<file path="config.mk">
export PLATFORM = sky130hd
export DESIGN_NAME = serial_fir
export DESIGN_NICKNAME = d
export VERILOG_FILES = /design/src/rtl/fir_pkg.sv /design/src/rtl/fir_mac.sv /design/src/rtl/serial_fir.sv
export SDC_FILE = /design/constraint.sdc
export NUM_CORES = 1
export LEC_CHECK = 0
export BUFFER_PORTS_ARGS = -buffer_cell sky130_fd_sc_hd__clkbuf_2
export CORE_MARGIN = 2
export CORE_UTILIZATION = 30
export DETAILED_ROUTE_END_ITERATION = 12
export PLACE_DENSITY = 0.53
export SLEW_MARGIN = 20
export SYNTH_ARGS = -nofsm -noshare
export SYNTH_HDL_FRONTEND = slang
export SYNTH_SLANG_ARGS = --single-unit
export TNS_END_PERCENT = 100
</file>
<file path="constraint.sdc">
create_clock -name clk_i -period 16.53 [get_ports clk_i]
set_input_delay 1.653 -clock clk_i [delete_from_list [all_inputs] [get_ports clk_i]]
set_output_delay 1.653 -clock clk_i [all_outputs]
set_load 0.01 [all_outputs]
</file>
<file path="src/rtl/fir_pkg.sv">
// Shared constants, types and coefficients for the time-multiplexed 8-tap FIR.
// The output width assumes exactly 8 taps (3 growth bits on top of the 24-bit product).
package fir_pkg;

    localparam int TAPS   = 8;
    localparam int DIN_W  = 12;
    localparam int COEF_W = 12;
    localparam int DOUT_W = 27;
    localparam int CNT_W  = 3;
    localparam int PROD_W = DIN_W + COEF_W;

    typedef logic signed [DIN_W-1:0]  sample_t;
    typedef logic signed [COEF_W-1:0] coef_t;
    typedef logic signed [DOUT_W-1:0] acc_t;

    typedef enum logic {
        IDLE,
        RUN
    } state_t;

    // Symmetric low-pass taps, DC gain 1026.
    localparam coef_t COEF [TAPS] = '{
        -12'sd12, 12'sd35, 12'sd180, 12'sd310,
        12'sd310, 12'sd180, 12'sd35, -12'sd12
    };

endpackage

</file>
<file path="src/rtl/fir_mac.sv">
// Combinational multiply-accumulate step: sum = acc + x*h.
// The 24-bit signed product is sign-extended to the accumulator width.
module fir_mac
    import fir_pkg::*;
(
    input  logic signed [DOUT_W-1:0] acc,
    input  logic signed [DIN_W-1:0]  x,
    input  logic signed [COEF_W-1:0] h,
    output logic signed [DOUT_W-1:0] sum
);

    logic signed [PROD_W-1:0] prod;

    assign prod = x * h;
    assign sum  = acc + DOUT_W'(prod);

endmodule

</file>
<file path="src/rtl/serial_fir.sv">
// Serial 8-tap FIR: one MAC walks the delay line over 8 clocks per output.
// A new sample may be accepted on the same edge that finishes the previous output.
module serial_fir
    import fir_pkg::*;
(
    input  logic                     clk_i,
    input  logic                     rstn_i,
    input  logic                     en_i,
    input  logic [DIN_W-1:0]         data_i,
    output logic signed [DOUT_W-1:0] data_o
);

    state_t               state;
    logic [CNT_W-1:0]     cnt;
    sample_t              x [TAPS];
    acc_t                 acc;
    acc_t                 mac_sum;
    logic                 last;
    logic                 accept;

    assign last   = (state == RUN) && (cnt == CNT_W'(TAPS - 1));
    assign accept = en_i && ((state == IDLE) || last);

    fir_mac u_mac (
        .acc (acc),
        .x   (x[cnt]),
        .h   (COEF[cnt]),
        .sum (mac_sum)
    );

    // The final tap's MAC result goes straight to data_o, so the accumulator
    // is free to restart on that same edge when a new sample arrives.
    always_ff @(posedge clk_i) begin
        if (!rstn_i) begin
            state  <= IDLE;
            cnt    <= '0;
            acc    <= '0;
            data_o <= '0;
            for (int k = 0; k < TAPS; k++) begin
                x[k] <= '0;
            end
        end else begin
            if (last) begin
                data_o <= mac_sum;
            end
            if (accept) begin
                x[0] <= sample_t'(data_i);
                for (int k = 1; k < TAPS; k++) begin
                    x[k] <= x[k-1];
                end
                acc   <= '0;
                cnt   <= '0;
                state <= RUN;
            end else if (state == RUN) begin
                if (last) begin
                    state <= IDLE;
                end else begin
                    acc <= mac_sum;
                    cnt <= cnt + 1'b1;
                end
            end
        end
    end

endmodule

</file>
# --- After elaboration in Yosys (flattened, before gate mapping) ---
# Memories as Yosys holds them, arrays and structs flattened. A register that Yosys moved wholly into a read port is not among the register bits.
# Index checks and enable logic that the tools add are counted.
# Widths: inputs -> output; s select.
totals:
  ff_bits: 58
  mem_bits_rw: 96
  romBits: 96
  input_bits: 15
  wordCells: 47
  memories: 2
mem_list:
  columns: ["name", "depth", "word_bits", "rd", "rd_ports_with_merged_regs", "write_ports", "line_no", "source"]
  rows:
  - ["(name not given)", 8, 12, 1, 0, 0, "serial_fir.sv:27", ".h (COEF[cnt]),"]
  - ["x", 8, 12, 8, 1, 8, "serial_fir.sv:15", "sample_t x [TAPS];"]
classes:
  addsub: 2
  n_mul: 1
  order_cmp: 1
  n_eq_ne: 1
  n_mux: 19
  n_bitwise: 12
  reduce_logical: 5
ops:
  columns: ["op", "n"]
  rows:
  - ["$mux 12", 10]
  - ["$add 27x24->27", 1]
  - ["$mul 12x12->24", 1]
  - ["$or 1x1->1", 8]
  - ["$mux 1", 7]
  - ["$mux 3", 2]
  - ["$ge 4x4->1 const B", 1]
  - ["$not 3->4", 1]
  - ["$add 3x1->3 const B", 1]
  - ["$eq 3x3->1 const B", 1]
  - ["$not 1->1", 3]
  - ["$logic_and 1x1->1", 2]
  - ["$reduce_and 2->1", 1]
  - ["$reduce_or 2->1", 1]
  - ["$logic_or 1x1->1", 1]

# --- Logic depth before layout (Yosys ltp) ---
# Gate-level depths: netlist of the first run.
depth:
  depth_word: 8
  depth_mapped: 27

# --- Cells and area by module ---
# Synthesis of the first run repeated with hierarchy kept, for this count alone.
unflattened:
  hier_cells: 1261
  area_unflattened_um2: 13480.4
modules_own_cells:
  columns: ["module", "n_inst", "cells_each", "area_each_um2", "seq_area_each_um2"]
  rows:
  - ["fir_mac", 1, 741, 6881.6, 0.0]
  - ["serial_fir", 1, 520, 6598.8, 4103.9]

# --- Least setup slack after synthesis of the first run ---
# OpenSTA, ideal clock, no wires.
synth_path:
  path_kind: "reg2reg"
  from: "register (tool-made name)"
  to: "register acc[18]"
  arrival_time_ns: 6.368
  slack_ns: 10.025
  path_stages_with_launch: 27
  synth_period_minus_slack_ns: 6.505
  cell_sequence: "dfxtp_1 -> buf_6 -> buf_12 -> mux4_2 -> mux2i_1 -> clkinv_1 -> nand2_1 -> inv_1 -> fa_1 -> inv_1 -> fa_1 -> inv_1 -> fa_1 -> fa_1 -> fa_1 -> inv_1 -> fa_1 -> inv_1 -> ha_1 -> nand2_1 -> nor2_1 -> o21ai_1 -> nand2_1 -> a221o_1 -> a21oi_1 -> xor2_1 -> a211oi_1"
synth_lines:
  columns: ["item", "line_no", "source"]
  rows:
  - ["end signal, assigned", "serial_fir.sv:58", "acc <= mac_sum;"]
  - ["end, declared", "serial_fir.sv:16", "acc_t acc;"]

==> results of run 1 <==
-- flip-flops by register name, summed over array words and instances, names as in the netlist, named ones only --
name / cells
data_o: 27
acc: 27
state: 1
x: 96
cnt: 3
-- cell type report --
cell class | count | area [um^2]
Multi-Input combinational cell | 774 | 7724
Inverter | 172 | 645.6
Timing Repair Buffer | 51 | 280.3
Clock buffer | 20 | 500.5
Fill cell | 4127 | 27720
Sequential cell | 157 | 4104
Tap cell | 539 | 674.4
Clock inverter | 12 | 111.4
-- worst reg2reg max path: stages (launching register included) --
cell and delay [ns]:
dfxtp_1 0.31, buf_4 0.41, mux4_2 0.56, mux2i_1 0.53, clkinv_1 0.41, nand2_1 0.27, fa_1 0.75, fa_1 0.64
inv_1 0.05, fa_1 0.48, fa_1 0.56, inv_1 0.06, fa_1 0.49, inv_1 0.04, ha_1 0.27, ha_1 0.40
nand4_1 0.23, nor4_1 0.36, nand3_1 0.17, nand4b_1 0.25, nor2_1 0.07, o21bai_1 0.18, xnor2_1 0.21, o21ai_0 0.13
-- stage by stage --
step	hold slack, ns	std cells
2_1_floorplan	0.4250	1143
3_3_place_gp	0.4490	1693
3_5_place_dp	0.4486	1693
4_1_cts	0.4578	1725
5_1_grt	0.4802	1725
6_report	0.4571	1725
-- cells by family (layout without fill, tap and decap cells) --
family,Yosys count,after routing,share of synthesized area
compound gates,118,118,0.06140
xor+xnor,38,38,0.02694
fa+ha+maj,245,245,0.3327
buf+inv,212,255,0.06585
flops,157,157,0.3248
mux,39,39,0.06150
simple gates,334,334,0.1268
-- per-layer routing --
metal	vias up	track usage	share of wire
met4	0	0.03424	0.014
met2	104	0.2192	0.48
met5	-	0	0
met3	24	0.01593	0.023
li1	3797	-	-
met1	3963	0.1896	0.49
-- worst paths after layout --
check | slack [ns] | start | endpoint
setup / recovery | 8.56 | register | acc[23]
hold reg to reg | 0.46 | acc[16] | acc[16]
setup reg to reg | 8.56 | register | acc[23]
hold / removal | 0.46 | acc[16] | acc[16]
-- cells in the mapped netlist, types with 2 or more instances --
library cell / count / share of area
a211oi_1: 5 / 0.0030
a21boi_0: 15 / 0.0089
a21o_1: 6 / 0.0036
a21oi_1: 40 / 0.016
a22o_1: 2 / 0.0014
a311oi_1: 2 / 0.0014
a32o_1: 2 / 0.0016
and2_1: 101 / 0.050
and3_1: 3 / 0.0015
buf_2: 3 / 0.0012
buf_6: 2 / 0.0018
clkbuf_1: 32 / 0.0095
dfxtp_1: 61 / 0.097
edfxtp_1: 96 / 0.23
fa_1: 152 / 0.24
ha_1: 92 / 0.091
inv_1: 170 / 0.051
mux2_2: 2 / 0.0018
mux2i_1: 6 / 0.0048
mux2i_2: 3 / 0.0033
mux2i_4: 4 / 0.0071
mux4_1: 6 / 0.012
mux4_2: 18 / 0.032
nand2_1: 107 / 0.032
nand2b_1: 3 / 0.0015
nand3_1: 7 / 0.0028
nand4_1: 2 / 0.00099
nor2_1: 88 / 0.026
nor2b_1: 4 / 0.0020
nor3_1: 4 / 0.0016
nor3b_1: 3 / 0.0018
nor4_1: 3 / 0.0015
o211ai_1: 2 / 0.0012
o21a_1: 4 / 0.0024
o21ai_0: 19 / 0.0075
o21ai_1: 3 / 0.0012
o21bai_1: 2 / 0.0012
o22ai_1: 3 / 0.0015
or2_2: 4 / 0.0020
xnor2_1: 22 / 0.015
xor2_1: 15 / 0.010
==> qor.yml, run 1 <==
status: "completed"
stdcell_area_um2: 14040
path_depth: 23
fp.dieW_um: 209.2
area_growth_pct: 11.12
start_util: 0.3026
crit_path_max_fanout: 24
synth_fp_nets: 1402
wire_per_inst_um: 15.97
dp_slack_ns: 8.395
io_pins: 42
place_congestion: 0.7712
cts-resized-gates: 0
rsz0062_at_grt: "false"
ys_types: 66
fp-row-count: 75
holdPathStages: 2
worstMarginPinSlew_ns: 0.9497
totalNegativeSetupSlack_ns: 0
final_cell_mix: "inv_1 (170), fa_1 (152), nand2_1 (106)"
layout_setup_ws_ns: 8.560
worstSetupPathType: "reg2reg"
clock-root-buffer: "clkbuf_16"
maxSlewViolCount: 0
port_buffers: 41
postPlaceCellArea_um2: 13420
cts_buffer_depth: 2
ys_ff_latch: 157
r2r_cells: 23
cts_made_buffers: 17
cp_cell_sequence: "buf_4 > mux4_2 > mux2i_1 > clkinv_1 > nand2_1 > fa_1 > fa_1 > inv_1 > fa_1 > fa_1 > inv_1 > fa_1 > inv_1 > ha_1 > ha_1 > nand4_1 > nor4_1 > nand3_1 > nand4b_1 > nor2_1 > o21bai_1 > xnor2_1 > o21ai_0"
antenna_found_initial: 0
grt_pass1_vias: 8483
cp_data_arrival_time_ns: 8.27
wl_um: 27550
hpwl_um: 21550
cp_top_family: "adder cells"
hp-class: "reg2reg"
first_iter_violations: 332
grt_pass1_wl_um: 46110
ant_nets: 0
cts_tree: "yes"
drv_cap: 0
coreArea_um2: 41760
clk_pin_slew_ns: 0.07
drive_above_1_share: 0.1054
cts_max_level: 4
fmax_mhz: 125.5
cpMaxStageDelayCell: "fa_1"
final_core_util: 0.3362
grt_max_degree: 73
synth_area_um2: 12630
ys_async_sr_fraction: 0
start_kind: "register"
final_net_count: 1432
diodes: 0
cp_data_required_time_ns: 16.83
critPathMaxStageDelay_ns: 0.75
ctsHoldBuffers: 0
end_kind: "register"
grt_use_total: 0.1341
setup_viol: 0
viasPerCell: 4.573
clock-sinks: 157
drt_first_pass_iters: 5
overflow: 0
drc_errors: 0
hold_viol: 0
period_share: 0.4822
final_common_cell: "inv_1"
post_cts_buffers: 0
period_needed_ns: 7.970
die-area_um2: 43770
synth.avg_cell_area_um2: 11.05
cp_common_cell: "fa_1"
syn_inst: 1143
path_buf_inv: 5
clock_skew_ns: 0.01803
ys_seq_area_frac: 0.3248
num_vias: 7888
synth_flop_cell: "edfxtp_1"
die_y_um: 209.2
synth_edf_count: 96
slew_headroom: 0.3637
ys_warn_count: 0
clk_latency_ns: 0.43
Power of run 1 is not shown: default switching activity piles up to over one toggle a cycle in this logic, so the estimate is an artifact.
==> run 2, diff against run 1 <==
PLACE_DENSITY = 0.55   (was 0.53)
clock period = 6.6 ns   (was 16.53 ns; I/O delays follow)
==> qor.yml, run 2 (synthesis results as in run 1) <==
diodes: 0
period_needed_ns: 6.526
stdcell_area_um2: 15630
clk_latency_ns: 0.43
regToRegSetupSlack_ns: 0.07
r2r_cells: 27
cp_top_family: "adder cells"
maxSlewViolCount: 0
cts_made_buffers: 17
grt_use_total: 0.1412
ant_nets: 0
final_common_cell: "inv_1"
clk_pin_slew_ns: 0.07
setup_viol: 0
port_buffers: 41
cp_data_required_time_ns: 6.96
cpMaxStageDelayCell: "fa_2"
area_growth_pct: 23.71
drive_above_1_share: 0.2626
worstSetupPathType: "reg2reg"
postPlaceCellArea_um2: 14120
rsz0062_at_grt: "true"
fmax_mhz: 153.2
status: "completed"
num_vias: 8449
clock_skew_ns: 0.01317
path_buf_inv: 9
holdPathStages: 2
worstMarginPinSlew_ns: 1.169
crit_path_max_fanout: 6
grt_pass1_wl_um: 48580
slew_headroom: 0.2209
reg_top3: "x: 96 flops, acc: 27 flops, data_o: 27 flops"
cts_buffer_depth: 2
final_core_util: 0.3743
largest-register: "x"
place_congestion: 0.8449
end_kind: "register"
die-area_um2: 43770
drc_errors: 0
fp.dieW_um: 209.2
wl_um: 29760
drv_cap: 0
start_kind: "register"
first_iter_violations: 336
drt_first_pass_iters: 5
critPathMaxStageDelay_ns: 0.57
hp-class: "reg2reg"
clock-sinks: 157
hold_viol: 0
viasPerCell: 4.560
grt_pass1_vias: 8971
start_util: 0.3026
cts_max_level: 4
period_share: 0.9887
cp_data_arrival_time_ns: 6.88
io_pins: 42
hp-start: "acc[5]"
rr_endpoint: "data_o[17]"
worstHoldEndpoint: "acc[5]"
cp_common_cell: "fa_1"
final_cell_mix: "inv_1 (154), fa_1 (144), buf_4 (116)"
die_y_um: 209.2
antenna_found_initial: 0
fp-row-count: 75
final_net_count: 1560
coreArea_um2: 41760
wire_per_inst_um: 16.06
hpwl_um: 23190
grt_max_degree: 79
overflow: 0
cts_tree: "yes"
largest_register_ffs: 96
clock-root-buffer: "clkbuf_16"
==> run 2: what timing repair did <==
item | 4_1_cts | 5_1_grt
pin swaps | 8 | 67
buffers inserted | 6 | 29
endpoints found under the setup margin | 25 | 31
hold buffers | 0 | 0
resized for setup | 15 | 137
==> run 2: worst max-delay path by stage <==
stage / startpoint / end / slack (ns) / depth (start not counted)
floorplan: register / acc[18] / 0.1 / 26
global placement: register / data_o[24] / -0.27 / 24
detailed placement: register / acc[23] / -0.29 / 25
CTS: register / data_o[23] / -0.005 / 28
global route: register / data_o[25] / -0.15 / 27
finish: register / data_o[17] / 0.07 / 27
==> run 2: final cells by class <==
cell class	count	area (um^2)
Fill cell	4088	26130
Clock inverter	14	130.1
Timing Repair Buffer	179	1384
Clock buffer	18	450.4
Tap cell	539	674.4
Sequential cell	157	4109
Inverter	172	660.6
Multi-Input combinational cell	774	8222
==> run 2: worst register-to-register path, delay by kind of cell (launching register included) <==
kind | cells | cell delay, ns
adder cells (fa/ha/maj) | 7 | 3.07
XOR/XNOR | 1 | 0.16
multiplexers | 2 | 0.72
AO/OA/AOI/OAI | 4 | 0.91
flip-flops | 1 | 0.37
AND/OR/NAND/NOR | 4 | 0.37
buffers and inverters | 9 | 0.88
==> run 2: stage by stage <==
| step | setup WS [ns] | std cells | hold WS [ns] | setup TNS, ns |
|---|---|---|---|---|
| floorplan | 0.09531 | 1143 | 0.4250 | 0 |
| finish | 0.07445 | 1853 | 0.4578 | 0 |
| global placement | -0.2727 | 1785 | 0.4444 | -4.202 |
| CTS | -0.004783 | 1823 | 0.4567 | -0.004783 |
| global route | -0.1526 | 1853 | 0.4742 | -1.525 |
| detailed placement | -0.2928 | 1785 | 0.4466 | -4.394 |
==> run 2: per-layer routing <==
metal  up-vias  routed length, um  track usage  part of all wire
li1       4038                  -            -                 -
met1      4262              13940       0.1928              0.47
met2       118              14400       0.2349              0.48
met3        31                825      0.01924             0.028
met4         0                596      0.04039             0.020
met5         -                  0            0                 0
Power of run 2 is left out for the same reason.
